**src/rtl/bit_scan_pkg.sv**
```systemverilog
// Shared types for the bit-scan iterator: scan FSM state encoding.
package bit_scan_pkg;

  typedef enum logic [1:0] {
    IDLE = 2'd0,
    SCAN = 2'd1,
    DONE = 2'd2
  } state_e;

endpackage

```
**src/rtl/bit_scan_iter_ffs_encoder.sv**
```systemverilog
// Combinational find-first-set: lowest set index (msb_first=0) or highest (msb_first=1).
module ffs_encoder #(
  parameter int unsigned DATAWIDTH = 16
) (
  input  logic [DATAWIDTH-1:0]         vector,
  input  logic                         msb_first,
  output logic [$clog2(DATAWIDTH)-1:0] index,
  output logic                         any
);

  localparam int unsigned IDXW = $clog2(DATAWIDTH);

  logic found;

  // Ascending sweep: the first hit is kept for LSB-first, the last hit wins for MSB-first.
  always_comb begin
    index = '0;
    found = 1'b0;
    for (int unsigned i = 0; i < DATAWIDTH; i++) begin
      if (vector[i]) begin
        if (msb_first || !found) begin
          index = i[IDXW-1:0];
        end
        found = 1'b1;
      end
    end
    any = found;
  end

endmodule

```
**src/rtl/bit_scan_iter.sv**
```systemverilog
// Iterates over the set bits of a loaded vector, one index per handshake, in LSB- or MSB-first order.
module bit_scan_iter
  import bit_scan_pkg::*;
#(
  parameter int unsigned DATAWIDTH = 16
) (
  input  logic                           i_clk,
  input  logic                           i_rst,
  input  logic                           i_Valid,
  output logic                           o_Ready,
  input  logic [DATAWIDTH-1:0]           i_Sequence,
  input  logic                           i_MsbFirst,
  input  logic                           i_Abort,
  output logic [$clog2(DATAWIDTH)-1:0]   o_Index,
  output logic                           o_IndexValid,
  input  logic                           i_IndexReady,
  output logic                           o_Last,
  output logic [$clog2(DATAWIDTH):0]     o_Count,
  output logic                           o_Done
);

  localparam int unsigned IDXW = $clog2(DATAWIDTH);
  localparam int unsigned CNTW = $clog2(DATAWIDTH) + 1;
  localparam logic [DATAWIDTH-1:0] LSB_ONE = DATAWIDTH'(1);

  state_e                 state_q, state_d;
  logic [DATAWIDTH-1:0]   r_q, r_d;
  logic                   m_q, m_d;
  logic [CNTW-1:0]        cnt_q, cnt_d;

  logic [IDXW-1:0]        enc_idx;
  logic                   enc_any;
  logic                   in_scan;
  logic                   single_bit;
  logic                   handshake;

  function automatic logic [CNTW-1:0] popcount(input logic [DATAWIDTH-1:0] v);
    logic [CNTW-1:0] c;
    c = '0;
    for (int unsigned i = 0; i < DATAWIDTH; i++) begin
      c = c + CNTW'(v[i]);
    end
    return c;
  endfunction

  ffs_encoder #(
    .DATAWIDTH(DATAWIDTH)
  ) u_ffs (
    .vector   (r_q),
    .msb_first(m_q),
    .index    (enc_idx),
    .any      (enc_any)
  );

  assign in_scan    = (state_q == SCAN);
  assign single_bit = enc_any && ((r_q & (r_q - LSB_ONE)) == '0);
  assign handshake  = in_scan && i_IndexReady;

  assign o_Ready      = (state_q == IDLE);
  assign o_IndexValid = in_scan;
  assign o_Index      = in_scan ? enc_idx : '0;
  assign o_Last       = in_scan && single_bit;
  assign o_Count      = cnt_q;
  assign o_Done       = (state_q == DONE);

  always_comb begin
    state_d = state_q;
    r_d     = r_q;
    m_d     = m_q;
    cnt_d   = cnt_q;
    if (i_Abort) begin
      state_d = IDLE;
      r_d     = '0;
    end else begin
      unique case (state_q)
        IDLE: begin
          if (i_Valid) begin
            r_d     = i_Sequence;
            m_d     = i_MsbFirst;
            cnt_d   = popcount(i_Sequence);
            state_d = (i_Sequence != '0) ? SCAN : DONE;
          end
        end
        SCAN: begin
          if (handshake) begin
            r_d = r_q & ~(LSB_ONE << enc_idx);
            if (single_bit) begin
              state_d = DONE;
            end
          end
        end
        DONE:    state_d = IDLE;
        default: state_d = IDLE;
      endcase
    end
  end

  always_ff @(posedge i_clk or posedge i_rst) begin
    if (i_rst) begin
      state_q <= IDLE;
      r_q     <= '0;
      m_q     <= 1'b0;
      cnt_q   <= '0;
    end else begin
      state_q <= state_d;
      r_q     <= r_d;
      m_q     <= m_d;
      cnt_q   <= cnt_d;
    end
  end

endmodule

```
**config.mk**
```make
export PLATFORM = sky130hd
export DESIGN_NAME = bit_scan_iter
export DESIGN_NICKNAME = d
export VERILOG_FILES = /design/src/rtl/bit_scan_pkg.sv /design/src/rtl/bit_scan_iter_ffs_encoder.sv /design/src/rtl/bit_scan_iter.sv
export SDC_FILE = /design/constraint.sdc
export NUM_CORES = 1
export LEC_CHECK = 0
export ABC_AREA = 0
export CAP_MARGIN = 20
export CORE_ASPECT_RATIO = 0.75
export CORE_MARGIN = 2
export CORE_UTILIZATION = 50
export CTS_BUF_LIST = sky130_fd_sc_hd__clkbuf_4
export DETAILED_ROUTE_END_ITERATION = 12
export PLACE_DENSITY = 0.75
export SLEW_MARGIN = 20
export SYNTH_ARGS = -nofsm -noshare
export SYNTH_HDL_FRONTEND = slang
export SYNTH_HIERARCHICAL = 1
export SYNTH_SLANG_ARGS = --single-unit
```
**constraint.sdc**
```tcl
create_clock -name i_clk -period 4.29 [get_ports i_clk]
set_clock_uncertainty 0.15 [all_clocks]
set_input_delay 0.429 -clock i_clk [delete_from_list [all_inputs] [get_ports i_clk]]
set_output_delay 0.429 -clock i_clk [all_outputs]
set_load 0.05 [all_outputs]
```
==> run_results.csv, run 1 <==
group,metric,value,unit
outcome,status,"finished, final reports clean",
drt,viasPerCell,5.95,
yosys,avgSynthCellArea,8.24,µm²
worst_setup_path,rr_startpoint,"r_q[5]",
timing,worstMarginPinSlew,0.795,ns
place,dpl.cell_count,347,
pwr,p_per_area,428,nW/µm²
worst_setup_path,reg2reg_depth,8,
place,gp_congestion,0.883,
final_layout,layout.cells.most_common,"clkdlybuf4s50_1",
drt,dr.pass1.iters,5,
worst_setup_path,reg2reg_slack,1.06,ns
timing,finalWorstSetupSlack,0.258,ns
pwr,peakVddDrop,421,µV
final_layout,fill_cells,372,
yosys,synth_top_family_by_area,"compound AO/OA/AOI/OAI gates",
global_route,antenna_found_initial,0,
cts,cts_setup_buffers,0,
yosys,synthAdderAreaFrac,0.127,
yosys,ys_seq_area_frac,0.277,
floorplan,row_count,20,
timing,finalMaxSlewViolations,0,
drt,wl_per_cell,15.8,µm
worst_setup_path,worstPathCellList,"or4_4, nor3_4, a21oi_1, o211ai_1, and2_1, clkdlybuf4s50_1",
yosys,yosysUniqueCellTypes,55,
pwr,p_leak,0.00111,µW
worst_setup_path,cp.required,3.71,ns
worst_setup_path,cp-start-kind,"flip-flop",
drt,finalWirelength,5550,µm
global_route,grt_max_degree,25,
yosys,synth_compound_area_frac,0.275,
drt,vias,2087,
cts,clkLatencyLatePin,0.32,ns
worst_setup_path,worstPathArrival,3.45,ns
yosys,synthSimpleGateAreaFrac,0.240,
timing,finalHoldViolations,0,
global_route,grt_usage,0.242,
final_layout,final_nets,336,
flow_run,cap_violations,0,
global_route,globalRouteOverflowTotal,0,
floorplan,dieArea,4880,µm²
floorplan,initial_utilization,0.528,
cts,cts_buffers,3,
worst_setup_path,worstSetupEndpoint,"o_Index[0]",
yosys,synth_edf_count,0,
yosys,async_flop_share,1.00,
place,dp_slack,0.0112,ns
timing,max_freq,248,MHz
floorplan,die_y,61.0,µm
place,hpwl,4230,µm
drt,drtIter0Drc,245,
yosys,ys_warn_count,6,
yosys,synthMuxAreaShare,0.00520,
yosys,synth_ff_type,"dfrtp_1",
cts,hold_buffers,0,
timing,period_needed,4.03,ns
final_layout,layout_common_cells,"clkdlybuf4s50_1 (34), o21ai_0 (33), inv_1 (30)",
worst_setup_path,worstReg2RegEnd,"r_q[1]",
worst_setup_path,critPathMaxFanout,10,
floorplan,ios,35,
final_layout,drive_gt1_frac,0.0878,
cts,cts_htree_levels,1,
worst_setup_path,slowest_stage,"clkdlybuf4s50_1",
timing,post-route-period-util,0.940,
worst_setup_path,critPathMaxStageDelay,0.80,ns
hold_path,hold_path_class,"primary input to asynchronous set/reset pin",
floorplan,die_w,80.0,µm
final_layout,antennaDiodeCount,0,
cts,clock_sinks,24,
final_layout,utilization,0.639,
worst_setup_path,end_kind,"primary output",
cts,cts-resized-gates,0,
worst_setup_path,crit_start,"r_q[5]",
drt,ant_nets,0,
timing,relSlewSlack,0.469,
final_layout,area_delta_synth_final,21.0,%
yosys,ys_ff_latch,24,
timing,finalSetupTns,0,ns
drt,drc,0,
timing,hold_ws,0.224,ns
floorplan,core_region_area,4100,µm²
cts,cts_tree,"done",
yosys,synthXorXnorAreaFrac,0.00808,
cts,clockRootBuffer,"clkbuf_4",
global_route,grt_pass1_wl,9060,µm
final_layout,final_cells,351,
worst_setup_path,worst-setup-path-type,"flip-flop to primary output",
yosys,syn_nets,301,
yosys,synth_cells,263,
timing,rsz0062_at_grt,"no",
timing,setup_viol,0,
yosys,synth_area,2170,µm²
cts,clk_pin_slew_worst_paths,0.14,ns
global_route,grt_pass1_vias,1823,
cts,clock_path_buffers,2,
place,io_buffers,34,
## power breakdown
group | leakage, µW | switching [µW] | total (µW) | internal [µW]
logic | 0.000779 | 419 | 693 | 275
registers | 0.000317 | 63.3 | 326 | 263
clock network | 0.0000138 | 71.5 | 104 | 32.9
## through the flow
step                total power [µW]  instance area (µm²)
floorplan                        815                 2170
global placement                1000                 2570
detailed placement              1010                 2570
CTS                             1110                 2590
global route                    1210                 2620
finish                          1120                 2620
## how the worst min path moves through the flow
stage,from,endpoint,slack (ns),cells after the start
2_1_floorplan,i_rst,m_q,0.29,1
3_3_place_gp,o_Count[2],o_Count[2],0.31,2
3_5_place_dp,o_Count[0],o_Count[0],0.32,2
4_1_cts,o_Count[3],o_Count[3],0.35,2
5_1_grt,i_rst,o_Count[1],0.27,2
6_report,i_rst,state_q[1],0.22,2
## Yosys cell counts (4+ instances only)
cell	number	area, µm²
o21ai_0	33	165
inv_1	30	113
nand2_1	27	101
dfrtp_1	24	601
nor2_1	19	71.3
a21oi_1	16	80.1
fa_1	10	200
a31oi_1	7	43.8
clkbuf_1	6	22.5
ha_1	6	75.1
nor2b_1	6	37.5
nor4_1	6	37.5
a32oi_1	4	35.0
and2_1	4	25.0
nor3_1	4	20.0
## metal layers
layer / share of wire / global-route usage / up-vias
met3: 0.078 / 0.0455 / 4
met1: 0.50 / 0.380 / 965
met4: 0.0058 / 0.0242 / 0
met5: 0 / 0 / -
met2: 0.42 / 0.362 / 94
li1: - / - / 1024
## cell families (layout without fill, tap and decap cells)
family / after synthesis / after routing
adders and majority gates: 16 / 16
AOI/OAI and AO/OA: 93 / 93
buffers and inverters: 38 / 71
DFF: 24 / 24
xor gates and xnor gates: 2 / 2
and+or+nand+nor: 89 / 89
muxes: 1 / 1
## layout make-up
| class | count | area, µm² | area share |
|---|---|---|---|
| Multi-Input combinational cell | 201 | 1430 | 0.544 |
| Sequential cell | 24 | 601 | 0.229 |
| Timing Repair Buffer | 38 | 390 | 0.149 |
| Inverter | 30 | 113 | 0.0429 |
| Tap cell | 55 | 68.8 | 0.0262 |
| Clock buffer | 3 | 22.5 | 0.00859 |
## flip-flops by register name (all words and copies together) (netlist names)
| register | count |
|---|---|
| o_Count | 5 |
| m_q | 1 |
| state_q | 2 |
| r_q | 16 |
## critical path, delay by kind of cell, from the launching register on
family,cells,cell delay [ns]
and+or+nand+nor,3,1.12
buffers and inverters,1,0.80
DFF,1,0.53
AOI/OAI and AO/OA,2,0.68
Power figures use the tool's default switching activity.
==> run 2: changes to the inputs <==
Settings changed: TNS_END_PERCENT set to 30.
==> results of run 2 <==
The final DEF is identical to that of run 1; final timing and power are the same.
==> run 3: changes to the inputs <==
Settings changed: ABC_AREA 0 to not set.
==> results of run 3 <==
The final DEF is identical to that of run 1; final timing and power are the same.
